==> src/rtl/reqack_pkg.sv <==
// reqack_pkg: shared FSM state type and default sizing for the req/ack arbiter and its checker.
package reqack_pkg;
  typedef enum logic [1:0] {IDLE, GRANT, RELEASE} reqack_state_e;
  localparam int DEF_N = 3;
  localparam int DEF_MAX_HOLD = 5;
endpackage

==> src/rtl/rr_pick.sv <==
// rr_pick: combinational round-robin picker.
//   req   [N]  : candidate requests
//   last  [IW] : previously granted index; search starts at (last+1) mod N
//   valid      : any request present
//   idx   [IW] : first set request found searching upward with wrap
module rr_pick #(
  parameter int N = 3,
  localparam int IW = $clog2(N)
) (
  input  logic [N-1:0]  req,
  input  logic [IW-1:0] last,
  output logic          valid,
  output logic [IW-1:0] idx
);
  // Walk offsets from farthest to nearest so the nearest set request wins.
  always_comb begin
    valid = |req;
    idx = '0;
    for (int k = N; k >= 1; k--)
      if (req[(int'(last) + k) % N]) idx = IW'((int'(last) + k) % N);
  end
endmodule

==> src/rtl/reqack_arb_n.sv <==
// reqack_arb_n: N-channel round-robin req/ack arbiter with hold watchdog.
//   clk, reset_n      : clock and asynchronous active-low reset
//   enb               : global enable; low freezes IDLE/GRANT state and hold counter
//   req/done/intrpt   : per-channel request, release and abort (done/intrpt honoured for granted channel only)
//   err_clr           : synchronous clear of sticky timeout flags
//   ack/busy/grant_id : registered one-hot grant, grant-active flag, current/last granted index
//   timeout           : sticky per-channel watchdog flags
module reqack_arb_n import reqack_pkg::*; #(
  parameter int N = DEF_N,
  parameter int MAX_HOLD = DEF_MAX_HOLD,
  localparam int CW = $clog2(MAX_HOLD + 1),
  localparam int IW = $clog2(N)
) (
  input  logic          clk,
  input  logic          reset_n,
  input  logic          enb,
  input  logic [N-1:0]  req,
  input  logic [N-1:0]  done,
  input  logic [N-1:0]  intrpt,
  input  logic          err_clr,
  output logic [N-1:0]  ack,
  output logic          busy,
  output logic [IW-1:0] grant_id,
  output logic [N-1:0]  timeout
);
  reqack_state_e state_q, state_d;
  logic [N-1:0] ack_q, ack_d, timeout_q, timeout_d;
  logic busy_q, busy_d;
  logic [IW-1:0] grant_id_q, grant_id_d, last_q, last_d;
  logic [CW-1:0] hold_cnt_q, hold_cnt_d;
  logic pick_valid, grant, rel, expired, user_rel;
  logic [IW-1:0] pick_idx;

  rr_pick #(.N(N)) u_pick (.req(req), .last(last_q), .valid(pick_valid), .idx(pick_idx));

  assign grant = enb && state_q == IDLE && pick_valid;
  assign user_rel = intrpt[grant_id_q] || done[grant_id_q];
  assign expired = hold_cnt_q == CW'(MAX_HOLD - 1);
  assign rel = enb && state_q == GRANT && (user_rel || expired);

  // Watchdog flag is set only when neither done nor intrpt released the grant; set wins over err_clr.
  always_comb begin
    state_d = grant ? GRANT : rel ? RELEASE : (state_q == IDLE || state_q == GRANT) ? state_q : IDLE;
    ack_d = grant ? N'(1) << pick_idx : rel ? '0 : ack_q;
    busy_d = grant || (busy_q && !rel);
    grant_id_d = grant ? pick_idx : grant_id_q;
    last_d = rel ? grant_id_q : last_q;
    hold_cnt_d = grant ? '0 : (enb && state_q == GRANT && !rel) ? hold_cnt_q + CW'(1) : hold_cnt_q;
    timeout_d = (err_clr ? '0 : timeout_q) | ((rel && !user_rel) ? N'(1) << grant_id_q : '0);
  end

  always_ff @(posedge clk or negedge reset_n) begin
    if (!reset_n) begin
      state_q <= IDLE;
      ack_q <= '0;
      busy_q <= 1'b0;
      grant_id_q <= '0;
      last_q <= IW'(N - 1);
      hold_cnt_q <= '0;
      timeout_q <= '0;
    end else begin
      state_q <= state_d;
      ack_q <= ack_d;
      busy_q <= busy_d;
      grant_id_q <= grant_id_d;
      last_q <= last_d;
      hold_cnt_q <= hold_cnt_d;
      timeout_q <= timeout_d;
    end
  end

  assign ack = ack_q;
  assign busy = busy_q;
  assign grant_id = grant_id_q;
  assign timeout = timeout_q;
endmodule

==> config.mk <==
export PLATFORM = sky130hd
export DESIGN_NAME = reqack_arb_n
export DESIGN_NICKNAME = d
export VERILOG_FILES = /design/src/rtl/reqack_pkg.sv /design/src/rtl/rr_pick.sv /design/src/rtl/reqack_arb_n.sv
export SDC_FILE = /design/constraint.sdc
export NUM_CORES = 1
export LEC_CHECK = 0
export BUFFER_PORTS_ARGS = -buffer_cell sky130_fd_sc_hd__buf_2
export CORE_UTILIZATION = 44
export CTS_BUF_LIST = sky130_fd_sc_hd__clkbuf_2
export CTS_CLUSTER_DIAMETER = 150
export DETAILED_ROUTE_END_ITERATION = 8
export GPL_ROUTABILITY_DRIVEN = 0
export MAX_ROUTING_LAYER = met4
export PLACE_DENSITY = 0.68
export SLEW_MARGIN = 5
export SYNTH_ARGS = -nofsm -noshare
export SYNTH_HDL_FRONTEND = slang
export SYNTH_HIERARCHICAL = 1
export SYNTH_SLANG_ARGS = --single-unit
==> constraint.sdc <==
create_clock -name clk -period 3.5 [get_ports clk]
set_input_delay 0.7 -clock clk [delete_from_list [all_inputs] [get_ports clk]]
set_output_delay 0.7 -clock clk [all_outputs]
set_load 0.03 [all_outputs]
==> results.yml <==
timing:
  post-route-min-period_ns: 2.080
  hold_viol: 0
  maxSlewHeadroom: 0.6747
  finalSetupViolCount: 0
  post-route-period-util: 0.5943
  finalMaxSlewViolations: 0
  rsz0062_at_grt: "false"
  holdWs_ns: 0.2843
  fmax_mhz: 480.8
  tightest_slew_ns: 0.4865
  finalClockSkew_ns: 0.01803
  tns_ns: 0
floorplan:
  die_w_um: 46.84
  die_area_mm2: 0.002194
  num_rows: 15
  coreArea_mm2: 0.001802
  io_pins: 22
  start_util: 0.4910
  die_y_um: 46.84
cells_and_area:
  diodes: 0
  drive_gt1_frac: 0.2857
  syn_to_final_growth_pct: 17.26
  nNetsFinal: 131
yosys:
  avgSynthCellArea_um2: 10.05
  synthFlopType: "dfrtp_1"
  synth-xor-area-share: 0
  synth_edf_count: 0
  synthAdderAreaFrac: 0.07072
  synth-compound-area-share: 0.1980
  synth-seq-area-share: 0.4540
  ys_seq_elements: 16
  synth_area_leaders: "dfrtp_1 42%, ha_1 7.1%, inv_1 6.4%"
  yosys.area_share.simple: 0.1414
  synth_mux_area_frac: 0.06789
  yosys.area.top_type: "dfrtp_1"
  synth_top_area_share: 0.4243
  async_reset_ff_frac: 1.000
  ys_warn_count: 6
  syn-cell-area_um2: 884.6
  synth_cell_types: 31
  synth_top_family_by_area: "compound AO/OA/AOI/OAI gates"
  synth_cells: 88
  synth_commonest_cells: "15 x dfrtp_1, 15 x inv_1, 9 x nand2_1"
  synth_nets: 106
critical_path:
  cp_max_fo: 5
  r2r_start: "last_q[1]"
  cp_data_required_time_ns: 3.68
  startpoint: "last_q[1]"
  endpoint_kind: "flip-flop"
  start_kind: "flip-flop"
  worstPathArrival_ns: 2.26
  criticalPathCategory: "flip-flop to flip-flop"
power_and_ir_drop:
  combPwrFrac: 0.497
  power_density_mw_per_mm2: 750.7
  vdd_ir_drop_max_mv: 0.4497
  p_leak_nw: 0.5162
  p_seq_frac: 0.388
  p_int_w: 0.0004326
  switching_share: 0.4445
  pwr-share-clk: 0.115
  p_sw_w: 0.0003461
global_route:
  grt_pass1_wl_mm: 2.628
  antenna_found_initial: 0
  grt_usage: 0.1725
  grt_max_degree: 17
  grt_overflow: 0
  grt_pass1_vias: 635
routing:
  drc: 0
  detail_route.iter0.violations: 9
  dr_total_vias: 703
  via_per_inst: 5.131
  ant_nets: 0
  first_pass_iters: 4
  wirelength_mm: 1.670
  wl_per_cell_um: 12.19
clock_network:
  cts_tree: "done"
  cts_sinks: 16
  htreeDepth: 1
  cts-root-buf: "clkbuf_2"
  worstSkewPairLatency_ns: 0.29
  clk_pin_slew_ns: 0.17
  cts.path.max_buffers: 2
  cts_buffers: 3
  cts_resized: 0
  postCtsHoldBufs: 0
  post_cts.repair.setup_buffers: 0
place:
  dp_hpwl_mm: 1.241
  io_buffers: 21
status:
  outcome: "complete, no violations"
min_path:
  hold_class: "input port to async pin"
flow_run:
  max_cap_violations: 0
## flip-flops by register name (all words and copies together), names as in the netlist
name        cells
busy            1
last_q          2
hold_cnt_q      3
state_q         2
ack             3
timeout         3
grant_id        2
## final cells by class
class                   instances  area, µm²
clock buffers                   4      20.02
fillers                       174      764.5
inverters                      15      56.30
multi-input cells              56      422.9
flip-flops and latches         16      401.6
well taps                      25      31.28
repair buffers                 21      105.1
## power by group through the flow
stage / combinational, W / sequential (W) / clock (W)
after floorplan: 0.000242 / 0.000353 / 0
after global placement: 0.000373 / 0.000304 / 0
after detailed placement: 0.000380 / 0.000307 / 0
after CTS: 0.000384 / 0.000302 / 0.0000947
after global routing: 0.000424 / 0.000311 / 0.000102
final: 0.000387 / 0.000302 / 0.0000894
## worst max-delay path, cell delays in order (launching register included)
cell and delay, ns:
dfstp_2 0.58, inv_1 0.06, ha_1 0.24, and2b_1 0.21
o21ai_1 0.06, a221oi_1 0.45, inv_1 0.11, o32ai_1 0.28
## cell usage in the layout, fill, tap and decap left out, types with 2 or more instances in the layout
master,n
nand2_1,9
clkbuf_2,4
o21ai_0,5
dfrtp_1,15
nand3_1,3
inv_1,15
and2b_1,2
mux2i_1,3
a21oi_1,2
o32ai_1,6
mux2_4,2
ha_1,5
nor2_1,2
buf_2,21
## cell families after synthesis
family / count (synthesis)
and+or+nand+nor: 24
AOI/OAI and AO/OA: 22
buffers and inverters: 16
DFF: 16
muxes: 5
adders and majority gates: 5
## final timing paths
| path | end | slack (ns) | depth (start not counted) |
|---|---|---|---|
| max in group asynchronous | last_q[1] | 2.89 | 1 |
| worst min-delay path | timeout[2] | 0.28 | 1 |
| worst max register to register | ack[1] | 1.42 | 7 |
| worst max-delay path | ack[1] | 1.42 | 7 |
| worst min register to register | state_q[0] | 0.46 | 1 |
| min in group clk | state_q[0] | 0.46 | 1 |
## stage by stage
stage	instance area (µm²)	util	std cells	worst slack, ns	power [W]
final	1037	0.5757	137	1.420	0.0007787
after global routing	1037	0.5757	137	1.232	0.0008366
after CTS	1037	0.5757	137	1.437	0.0007810
after detailed placement	1017	0.5646	133	1.471	0.0006874
after global placement	1017	0.5646	133	1.495	0.0006775
after floorplan	884.6	-	88	1.628	0.0005955
## layer usage
metal  wire [µm]  GRT usage  up-vias
li1            -          -      358
met2         756     0.2639       20
met1         840     0.2287      325
met3          73    0.04231        0
met5           0          -        -
met4           0    0.04571        0
No activity file was read; power rests on OpenSTA's default activity.
